### config.mk
export PLATFORM = sky130hd
export DESIGN_NAME = clfsr_keystream_gen
export DESIGN_NICKNAME = d
export VERILOG_FILES = /design/src/rtl/clfsr_keystream_gen_pkg.sv /design/src/rtl/clfsr_keystream_gen_logistic_step.sv /design/src/rtl/clfsr_keystream_gen.sv
export SDC_FILE = /design/constraint.sdc
export NUM_CORES = 1
export LEC_CHECK = 0
export CAP_MARGIN = 40
export CORE_MARGIN = 1
export CORE_UTILIZATION = 55
export CTS_CLUSTER_DIAMETER = 120
export DETAILED_ROUTE_END_ITERATION = 10
export PLACE_DENSITY = 0.73
export SYNTH_ARGS = -nofsm -noshare
export SYNTH_HDL_FRONTEND = slang
export SYNTH_SLANG_ARGS = --single-unit
### constraint.sdc
create_clock -name clk -period 10.3 [get_ports clk]
set_clock_uncertainty 0.1 [all_clocks]
set_input_delay 1.545 -clock clk [delete_from_list [all_inputs] [get_ports clk]]
set_output_delay 1.545 -clock clk [all_outputs]
set_load 0.02 [all_outputs]
### src/rtl/clfsr_keystream_gen_pkg.sv
// rtl/clfsr_keystream_gen_pkg.sv - shared constants, FSM states and helpers for the keystream generator
package clfsr_keystream_gen_pkg;

    // Substitutes for all-zero seeds.
    // A zero map state is a fixed point of the logistic map.
    // A zero LFSR state locks the LFSR.
    localparam logic [15:0] SEED_X_SUB     = 16'h5A5A;
    localparam logic [15:0] SEED_LFSR_SUB  = 16'hACE1;

    // Logistic coefficient r = 3.99 in Q2.14
    localparam logic [15:0] R_COEF_DEFAULT = 16'hFF5C;

    // Fibonacci LFSR feedback taps (x^16 + x^14 + x^13 + x^11 + 1)
    localparam int TAP_A = 15;
    localparam int TAP_B = 13;
    localparam int TAP_C = 12;
    localparam int TAP_D = 10;

    typedef enum logic [1:0] {
        ST_IDLE  = 2'd0,
        ST_CALC1 = 2'd1,
        ST_CALC2 = 2'd2,
        ST_VALID = 2'd3
    } state_t;

    function automatic logic [15:0] lfsr_next(input logic [15:0] l);
        return {l[14:0], l[TAP_A] ^ l[TAP_B] ^ l[TAP_C] ^ l[TAP_D]};
    endfunction

    // {R,G,B}: R = x_hi^l_hi, G = x_lo^l_lo, B = R^G
    function automatic logic [23:0] key_word(input logic [15:0] x, input logic [15:0] l);
        logic [7:0] r;
        logic [7:0] g;
        r = x[15:8] ^ l[15:8];
        g = x[7:0]  ^ l[7:0];
        return {r, g, r ^ g};
    endfunction

endpackage

### src/rtl/clfsr_keystream_gen_logistic_step.sv
// rtl/clfsr_keystream_gen_logistic_step.sv - combinational logistic-map datapath (p and xn)
// Ports:
//   x        in  16  current map state, Q0.16
//   p_reg    in  16  registered x*(1-x), Q0.16
//   lfsr_hi  in  15  bits [15:1] of the advanced LFSR, used for the xn==0 fix-up
//   p        out 16  x*(1-x), Q0.16 (<= 0.25)
//   xn       out 16  next map state r*p, Q0.16, never zero
module clfsr_keystream_gen_logistic_step
    import clfsr_keystream_gen_pkg::*;
#(
    parameter logic [15:0] R_COEF = R_COEF_DEFAULT
) (
    input  logic [15:0] x,
    input  logic [15:0] p_reg,
    input  logic [14:0] lfsr_hi,
    output logic [15:0] p,
    output logic [15:0] xn
);

    logic [16:0] omx;
    logic [15:0] xn_raw;

    // 1 - x needs 17 bits because 1.0 = 17'h10000
    assign omx = 17'h10000 - {1'b0, x};

    // x*(1-x) is at most 2^30, so a 32-bit product is exact.
    // Keep bits [31:16].
    assign p = 16'(({16'd0, x} * {15'd0, omx}) >> 16);

    // Q2.14 * Q0.16 -> Q2.30.
    // Bits [29:14] form the Q0.16 result.
    // r < 4 keeps the product below 1.0.
    assign xn_raw = 16'(({16'd0, R_COEF} * {16'd0, p_reg}) >> 14);

    // Forcing bit 0 high keeps the map out of its zero fixed point
    assign xn = (xn_raw == 16'd0) ? {lfsr_hi, 1'b1} : xn_raw;

endmodule

### src/rtl/clfsr_keystream_gen.sv
// rtl/clfsr_keystream_gen.sv - chaotic logistic-map/LFSR keystream source, one {R,G,B} word per pixel
// Ports:
//   clk        in   1      clock, posedge
//   rst        in   1      synchronous reset, active low
//   start      in   1      run request, sampled only in IDLE
//   seed_x     in   16     initial map state (0 -> 16'h5A5A)
//   seed_lfsr  in   16     initial LFSR state (0 -> 16'hACE1)
//   ks_data    out  24     {R,G,B} key word
//   ks_valid   out  1      key word offered
//   ks_ready   in   1      consumer accepts when ks_valid && ks_ready
//   pix_idx    out  CNT_W  index of the offered word
//   busy       out  1      not IDLE
//   done       out  1      one-cycle pulse after the last word is accepted
module clfsr_keystream_gen
    import clfsr_keystream_gen_pkg::*;
#(
    parameter int          NUM_PIXELS   = 65536,
    parameter int          WARMUP_ITERS = 64,
    parameter logic [15:0] R_COEF       = R_COEF_DEFAULT,
    parameter int          CNT_W        = 17
) (
    input  logic             clk,
    input  logic             rst,
    input  logic             start,
    input  logic [15:0]      seed_x,
    input  logic [15:0]      seed_lfsr,
    output logic [23:0]      ks_data,
    output logic             ks_valid,
    input  logic             ks_ready,
    output logic [CNT_W-1:0] pix_idx,
    output logic             busy,
    output logic             done
);

    localparam logic [CNT_W-1:0] LAST_IDX = CNT_W'(NUM_PIXELS - 1);
    localparam logic [CNT_W-1:0] WARM_LIM = CNT_W'(WARMUP_ITERS);

    state_t state;
    state_t state_n;

    logic [15:0]      x;
    logic [15:0]      lfsr;
    logic [15:0]      lfsr_n;
    logic [15:0]      p_reg;
    logic [15:0]      p_comb;
    logic [15:0]      xn;
    logic [CNT_W-1:0] warm_cnt;
    logic             warm_done;
    logic             last_word;

    assign lfsr_n = lfsr_next(lfsr);

    // warm_cnt counts up from zero and stops at the limit.
    // An equality test is therefore enough, including when WARMUP_ITERS = 0.
    assign warm_done = (warm_cnt == WARM_LIM);
    assign last_word = (pix_idx == LAST_IDX);
    assign busy      = (state != ST_IDLE);

    clfsr_keystream_gen_logistic_step #(
        .R_COEF (R_COEF)
    ) u_step (
        .x       (x),
        .p_reg   (p_reg),
        .lfsr_hi (lfsr_n[15:1]),
        .p       (p_comb),
        .xn      (xn)
    );

    always_ff @(posedge clk) begin
        if (!rst) begin
            state <= ST_IDLE;
        end else begin
            state <= state_n;
        end
    end

    always_comb begin
        state_n = state;
        case (state)
            ST_IDLE:  if (start) state_n = ST_CALC1;
            ST_CALC1: state_n = ST_CALC2;
            ST_CALC2: state_n = warm_done ? ST_VALID : ST_CALC1;
            ST_VALID: if (ks_ready) state_n = last_word ? ST_IDLE : ST_CALC1;
            default:  state_n = ST_IDLE;
        endcase
    end

    always_ff @(posedge clk) begin
        if (!rst) begin
            x        <= 16'd0;
            lfsr     <= 16'd0;
            p_reg    <= 16'd0;
            warm_cnt <= '0;
            pix_idx  <= '0;
            ks_data  <= 24'd0;
            ks_valid <= 1'b0;
            done     <= 1'b0;
        end else begin
            done <= 1'b0;
            case (state)
                ST_IDLE: begin
                    if (start) begin
                        x        <= (seed_x == 16'd0)    ? SEED_X_SUB    : seed_x;
                        lfsr     <= (seed_lfsr == 16'd0) ? SEED_LFSR_SUB : seed_lfsr;
                        warm_cnt <= '0;
                        pix_idx  <= '0;
                    end
                end
                ST_CALC1: begin
                    p_reg <= p_comb;
                end
                ST_CALC2: begin
                    x    <= xn;
                    lfsr <= lfsr_n;
                    if (!warm_done) begin
                        warm_cnt <= warm_cnt + 1'b1;
                    end else begin
                        ks_data  <= key_word(xn, lfsr_n);
                        ks_valid <= 1'b1;
                    end
                end
                ST_VALID: begin
                    if (ks_ready) begin
                        ks_valid <= 1'b0;
                        if (last_word) begin
                            done <= 1'b1;
                        end else begin
                            pix_idx <= pix_idx + 1'b1;
                        end
                    end
                end
                default: ;
            endcase
        end
    end

endmodule
======== Word-level counts from Yosys, hierarchy flattened ========
Index checks and enable logic that the tools add are counted.
Widths: inputs -> output; s select.
storage, ports and cells
  logic and storage cells ................. 67
  input bits .............................. 36
  bits in registers ....................... 110
cells by class
  equal/unequal tests ..................... 10
  muxes and demuxes ....................... 22
  add/sub/neg operators ................... 3
  bitwise operators ....................... 6
  reductions and logical operators ........ 15
  multipliers ............................. 2
operators by type and width
  operator                count
  $mux 16                 5
  $mux 17                 4
  $pmux 17 s2             2
  $pmux 16 s2             2
  $logic_not 16->1        3
  $add 17x1->17 const B   2
  $mul 16x17->32          1
  $mul 14x16->28 const A  1
  $xor 8x8->8             3
  $eq 17x16->1 const B    1
  $eq 17x7->1 const B     1
  $sub 17x16->17 const A  1
  $ne 2x2->1 const B      5
  $reduce_and 3->1        3
  $pmux 2 s4              1
  $reduce_bool 2->1       4
  $mux 2                  3
  $reduce_and 2->1        3
  $eq 2x2->1 const B      2
  $mux 1                  4
  $reduce_and 4->1        1
  $xor 1x1->1             3
  $eq 2x1->1 const B      1
  $logic_not 2->1         1
  $pmux 1 s2              1

======== Longest topological paths before layout ========
Gate-level depths: netlist of the first run.
  depth after elaboration ................. 5
  depth in mapped cells ................... 35
  depth with buffers taken out ............ 33

======== By module ========
A second synthesis of the first run with hierarchy kept.
second synthesis, totals
  cells, all modules ...................... 2110
  area total of the unflattened synthesis .. 19155.9 µm²
by module, submodules not included
  module                             cells each  instances  area an instance (µm²)
  clfsr_keystream_gen_logistic_step  1502        1          14127.3
  clfsr_keystream_gen                608         1          5028.6

======== Least setup slack after synthesis of the first run ========
OpenSTA, ideal clock, no wires.
  kind .................................... register to register
  from .................................... reg x[0]
  to ...................................... reg p_reg[15]
  clock period less this slack ............ 8057 ps
  library setup time ...................... 132 ps
  required time ........................... 10068 ps
  stages on the path, launching flop included .. 31
  setup slack ............................. 2243 ps
  arrival time ............................ 7825 ps
  buffers on the path ..................... 2
  cell sequence ........................... dfxtp_1 > inv_1 > clkbuf_1 > ha_1 > nor3b_1 > nor3b_1 > nand2_1 > nor3_1 > ha_1 > clkbuf_1 > nand2b_1 > fa_1 > fa_1 > inv_1 > fa_1 > fa_1 > fa_1 > inv_1 > fa_1 > inv_1 > ha_1 > a21o_1 > a211o_1 > a211oi_1 > o31ai_1 > o21bai_1 > a31o_2 > and4_1 > a2111oi_0 > xnor2_1 > a21oi_1
between the ends
  longest elaborated chain between the ends .. 2
RTL lines
  what                    line                                     RTL
  from (decl)             clfsr_keystream_gen.sv:41                logic [15:0] x;
  from (signal assigned)  clfsr_keystream_gen.sv:103               x <= (seed_x == 16'd0) ? SEED_X_SUB : seed_x;
  from (signal assigned)  clfsr_keystream_gen.sv:113               x <= xn;
  $sub 17x16->17          clfsr_keystream_gen_logistic_step.sv:24  assign omx = 17'h10000 - {1'b0, x};
  $mul 16x17->32 *        clfsr_keystream_gen_logistic_step.sv:28  assign p = 16'(({16'd0, x} * {15'd0, omx}) >> 16);
  to (signal assigned)    clfsr_keystream_gen.sv:110               p_reg <= p_comb;
  to (decl)               clfsr_keystream_gen.sv:44                logic [15:0] p_reg;
Every way passes the cells marked *; elsewhere a longest branch is shown, timed or not.
A chain may end at the register's enable or synchronous reset.

======== Final worst setup path of the first run ========
  from .................................... reg x[1]
  to ...................................... reg p_reg[15]
Same word-level chain as after synthesis.

==> results.py, run 1 <==
metrics = {
    "logic_synthesis": {
        "ys_ff_latch": 110,
        "ys.flop_type": "dfxtp_1",
        "synth.cell_area_sq_mm": 0.0189,
        "synthArstFlopShare_pct": 0,
        "syn_avg_cell_area_sq_um": 9.14,
        "yosys_warnings": 0,
        "synth_cells": 2067,
        "synth_seq_area_share_pct": 11.7,
        "ys_types": 77,
        "synth_edf_count": 0,
    },
    "timing": {
        "fin_crit_sh_pct": 87.9,
        "period_minus_slack_ns": 9.06,
        "drv_slew": 0,
        "slew_headroom_pct": 37.7,
        "finalSetupViolations": 0,
        "rsz0062_at_grt": "no",
        "tns_ns": 0,
        "hold_violations": 0,
        "worst_pin_slew_ns": 0.934,
        "max_freq_mhz": 110,
    },
    "die": {
        "die_w_um": 187,
        "die_y_um": 187,
        "num_rows": 67,
        "start_util_pct": 56.1,
        "dieArea_sq_mm": 0.0351,
        "io_pins": 80,
        "coreArea_sq_mm": 0.0337,
    },
    "finish": {
        "final_common_cell": "inv_1",
        "fillerInstances": 2934,
        "reg.largest.list": "ks_data: 24 flops, pix_idx: 17 flops, warm_cnt: 17 flops",
        "final_cell_mix": "inv_1, fa_1, ha_1, nand2b_1, dfxtp_1",
        "largest_reg_flops": 24,
        "regMostFlops": "ks_data",
        "ff_latch_area_sq_mm": 0.00220,
        "nets": 2681,
        "syn_to_final_growth_pct": 7.90,
        "fin_cells": 2553,
        "antennaDiodeCount": 0,
        "multi_input_comb_area_sq_mm": 0.0148,
        "drive_gt1_share_pct": 3.14,
    },
    "route": {
        "drc": 0,
        "dr_total_vias": 14100,
        "routed_wl_um": 44800,
        "ant_nets": 0,
        "routedWlPerCell_um": 17.6,
        "drt-pass1-iter-count": 6,
        "vias_per_cell": 5.52,
        "drt_iter0_markers": 938,
    },
    "grt": {
        "grt_pass1_vias": 15000,
        "grt_usage_pct": 27.1,
        "grt_overflow": 0,
        "grt_pass1_wl_um": 76500,
        "grt_max_degree": 48,
        "antenna_found_initial": 0,
    },
    "clocking": {
        "cts_resized": 0,
        "cts_sinks": 110,
        "root_buffer": "clkbuf_16",
        "clockBufferDepth": 2,
        "cts_setup_buffers": 0,
        "path_clk_slew_ns": 0.08,
        "cts_buffers": 9,
        "cts_tree": "built",
        "hold_buffers": 0,
        "insertion_delay_ns": 0.36,
        "h-tree-depth": 3,
    },
    "critical_path": {
        "cpPeakStageDelay_ns": 0.63,
        "cp_data_arrival_time_ns": 9.20,
        "rr_startpoint": "x[1]",
        "endpoint_kind": "flip-flop",
        "worstSetupPathType": "reg2reg",
        "cp_slowest_cell": "dfxtp_1",
        "crit_top_cell": "fa_1",
        "crit_path_start_kind": "flip-flop",
        "cp_max_fo": 14,
        "crit_required_ns": 10.44,
        "worstSetupStartpoint": "x[1]",
    },
    "placement": {
        "port_buffers": 79,
        "gp_congestion": 0.923,
        "dp.cells": 2538,
        "dp_hpwl_um": 37000,
    },
    "status": {
        "outcome": "finished clean",
    },
    "hold_path": {
        "hold_class": "reg2reg",
        "min_from": "ks_data[20]",
    },
    "run": {
        "drv_cap": 0,
    },
}
[metrics by stage]
stage          utilization (%)  instance area (sq um)  hold WS (ns)  setup WS, ns
3_5_place_dp              59.6                  20100         0.347          1.27
4_1_cts                   60.5                  20400         0.354          1.24
3_3_place_gp              59.6                  20100         0.342          1.59
5_1_grt                   60.5                  20400         0.379         0.539
2_1_floorplan                -                  18900         0.366          2.24
6_report                  60.5                  20400         0.354          1.25
[logic make-up after synthesis]
group | after synthesis | share of synthesized area [%]
adders and majority gates | 544 | 48.9
AOI/OAI and AO/OA | 262 | 9.50
DFF | 110 | 11.7
other | 2 | 0.0398
and+or+nand+nor | 568 | 16.3
buffers and inverters | 505 | 10.1
xor gates and xnor gates | 76 | 3.52
[synthesized netlist by cell type (11+ instances only)]
master | count | area (sq um)
a211oi_1 | 12 | 90.1
a21o_1 | 20 | 150
a21oi_1 | 85 | 425
and2_1 | 25 | 156
and3_1 | 12 | 75.1
clkbuf_1 | 76 | 285
dfxtp_1 | 110 | 2200
fa_1 | 324 | 6490
ha_1 | 220 | 2750
inv_1 | 420 | 1580
nand2_1 | 88 | 330
nand2b_1 | 132 | 826
nand3_1 | 40 | 200
nand4_1 | 16 | 100
nor2_1 | 97 | 364
nor2b_1 | 83 | 519
nor3_1 | 23 | 115
nor4_1 | 13 | 81.3
o21ai_0 | 41 | 205
or3_1 | 11 | 68.8
xnor2_1 | 39 | 342
xor2_1 | 37 | 324
[path summary, 6_finish.rpt]
check,slack [ns],end,cells after the start
min,0.35,ks_data[20],2
max,1.25,p_reg[15],28
max reg2reg,1.25,p_reg[15],28
min reg2reg,0.35,ks_data[20],2
[routing by layer]
metal	part of all wire, %	up-vias	global-route usage, %	routed length, um
met5	0	-	0	0
met4	2.0	0	6.46	883
met3	6.0	59	3.75	2710
met2	47	447	44.4	21100
met1	45	7011	38.1	20200
li1	-	6587	-	-
[worst max-delay path: cells and delay by family, from the launching register on]
family | cells | cell delay (ns)
and+or+nand+nor | 6 | 1.03
DFF | 1 | 0.63
adders and majority gates | 9 | 4.06
buffers and inverters | 4 | 0.53
AOI/OAI and AO/OA | 8 | 2.39
xor gates and xnor gates | 1 | 0.18
[final cells by class]
| cell class | instances | share of cell area, % |
|---|---|---|
| Timing Repair Buffer | 96 | 4.54 |
| Clock inverter | 6 | 0.276 |
| Sequential cell | 110 | 10.8 |
| Tap cell | 448 | 2.75 |
| Multi-Input combinational cell | 1463 | 72.8 |
| Inverter | 421 | 7.75 |
| Clock buffer | 9 | 1.10 |
Power of run 1 is left out: the tool's default activity adds up to more than one toggle a clock period on the data nets, which glitch-free logic cannot reach.
==> run 2, diff against run 1 <==
--- a/config.mk
+++ b/config.mk
@@ -8,6 +8,7 @@
 export CAP_MARGIN = 40
 export CORE_MARGIN = 1
 export CORE_UTILIZATION = 55
+export CTS_BUF_LIST = sky130_fd_sc_hd__clkbuf_2
 export CTS_CLUSTER_DIAMETER = 120
 export DETAILED_ROUTE_END_ITERATION = 10
 export PLACE_DENSITY = 0.73
==> results.py, run 2 (synthesis results as in run 1) <==
metrics = {
    "timing": {
        "period_minus_slack_ns": 9.09,
        "max_freq_mhz": 110,
        "worst_pin_slew_ns": 0.936,
        "finalSetupViolations": 0,
        "hold_violations": 0,
        "rsz0062_at_grt": "no",
        "drv_slew": 0,
        "fin_crit_sh_pct": 88.2,
        "setup_ws_ns": 1.21,
        "slew_headroom_pct": 37.5,
        "tns_ns": 0,
    },
    "finish": {
        "final_cell_mix": "inv_1, fa_1, ha_1, nand2b_1, dfxtp_1",
        "syn_to_final_growth_pct": 6.96,
        "final_common_cell": "inv_1",
        "fin_cells": 2554,
        "largest_reg_flops": 24,
        "drive_gt1_share_pct": 3.14,
        "fillerInstances": 2963,
        "final_area_sq_mm": 0.0202,
        "regMostFlops": "ks_data",
        "reg.largest.list": "ks_data: 24 flops, pix_idx: 17 flops, warm_cnt: 17 flops",
        "nets": 2681,
    },
    "critical_path": {
        "worstSetupPathType": "reg2reg",
        "cp_slowest_cell": "dfxtp_1",
        "cp_max_fo": 14,
        "rr_worst_depth": 28,
        "cp_data_arrival_time_ns": 9.54,
        "rr_startpoint": "x[1]",
        "endpoint_kind": "flip-flop",
        "crit_required_ns": 10.75,
        "crit_path_start_kind": "flip-flop",
        "r2r_end": "p_reg[15]",
        "rrSetupSlack_ns": 1.21,
        "crit_top_cell": "fa_1",
        "cpPeakStageDelay_ns": 0.69,
    },
    "die": {
        "die_w_um": 187,
        "coreArea_sq_mm": 0.0337,
        "start_util_pct": 56.1,
        "die_y_um": 187,
        "io_pins": 80,
        "num_rows": 67,
        "dieArea_sq_mm": 0.0351,
    },
    "placement": {
        "dp.cells": 2538,
        "place_ws_ns": 1.27,
        "gp_congestion": 0.923,
        "port_buffers": 79,
        "place_area_sq_mm": 0.0201,
        "dp_hpwl_um": 37000,
    },
    "grt": {
        "grt_overflow": 0,
        "grt_pass1_wl_um": 76400,
        "antenna_found_initial": 0,
        "grt_usage_pct": 27.0,
        "grt_max_degree": 48,
        "grt_pass1_vias": 15000,
    },
    "route": {
        "drc": 0,
        "drt_iter0_markers": 918,
        "dr_total_vias": 14100,
        "routed_wl_um": 44800,
        "drt-pass1-iter-count": 7,
        "ant_nets": 0,
        "vias_per_cell": 5.52,
        "routedWlPerCell_um": 17.5,
    },
    "clocking": {
        "cts_setup_buffers": 0,
        "cts_tree": "built",
        "path_clk_slew_ns": 0.30,
        "hold_buffers": 0,
        "clockBufferDepth": 2,
        "h-tree-depth": 3,
        "root_buffer": "clkbuf_2",
        "cts_resized": 0,
        "cts_buffers": 9,
        "insertion_delay_ns": 0.64,
        "cts_sinks": 110,
    },
    "hold_path": {
        "worst_hold_path.endpoint": "ks_data[20]",
        "hold_class": "reg2reg",
        "whs_path_depth": 2,
        "min_from": "ks_data[20]",
    },
    "status": {
        "outcome": "finished clean",
    },
    "run": {
        "drv_cap": 0,
    },
}
-- run 2: cell types whose count changed in the layout (fill, tap and decap cells not counted) --
cell	previous run	this run
diode_2	0	1
clkbuf_2	0	9
clkbuf_16	9	0
-- run 2: layer usage --
metal  track usage, %  wire length [um]
met3             3.25              2650
met5                0                 0
met2             44.3             21100
met4             6.68               888
met1             38.1             20100
-- run 2: worst max path at each step --
stage	startpoint	end	cells past startpoint	slack (ns)
after floorplan	x[0]	p_reg[15]	30	2.24
after CTS	x[1]	p_reg[15]	28	1.22
final	x[1]	p_reg[15]	28	1.21
after detailed placement	x[1]	p_reg[15]	28	1.27
after global routing	x[1]	p_reg[15]	27	0.50
after global placement	x[1]	p_reg[15]	28	1.59
-- run 2: area by class of cell --
cell class	instances	area, sq um	share of cell area [%]
Clock buffer	9	45.0	0.223
Tap cell	448	561	2.77
Sequential cell	110	2200	10.9
Antenna cell	1	2.50	0.0124
Multi-Input combinational cell	1463	14800	73.4
Timing Repair Buffer	96	926	4.58
Inverter	421	1580	7.82
Clock inverter	6	56.3	0.279
-- run 2: metrics by stage --
stage / hold WS [ns] / util [%]
floorplan: 0.366 / -
CTS: 0.370 / 60.0
global route: 0.393 / 60.0
finish: 0.373 / 60.0
global placement: 0.342 / 59.6
detailed placement: 0.347 / 59.6
-- run 2: critical path: cells and delay by family, from the launching register on --
kind / cells / cell delay, ns
simple gates: 6 / 1.02
flops: 1 / 0.69
compound gates: 8 / 2.42
buf+inv: 4 / 0.53
xor+xnor: 1 / 0.18
fa+ha+maj: 9 / 4.06
Power of run 2 is left out for the same reason.
==> run 3, diff against run 2 <==
--- a/config.mk
+++ b/config.mk
@@ -12,6 +12,7 @@
 export CTS_CLUSTER_DIAMETER = 120
 export DETAILED_ROUTE_END_ITERATION = 10
 export PLACE_DENSITY = 0.73
+export SKIP_LAST_GASP = 1
 export SYNTH_ARGS = -nofsm -noshare
 export SYNTH_HDL_FRONTEND = slang
 export SYNTH_SLANG_ARGS = --single-unit
==> results of run 3 <==
Final layout, timing and power as in run 2 (identical DEF).
Power of run 3 is left out for the same reason.
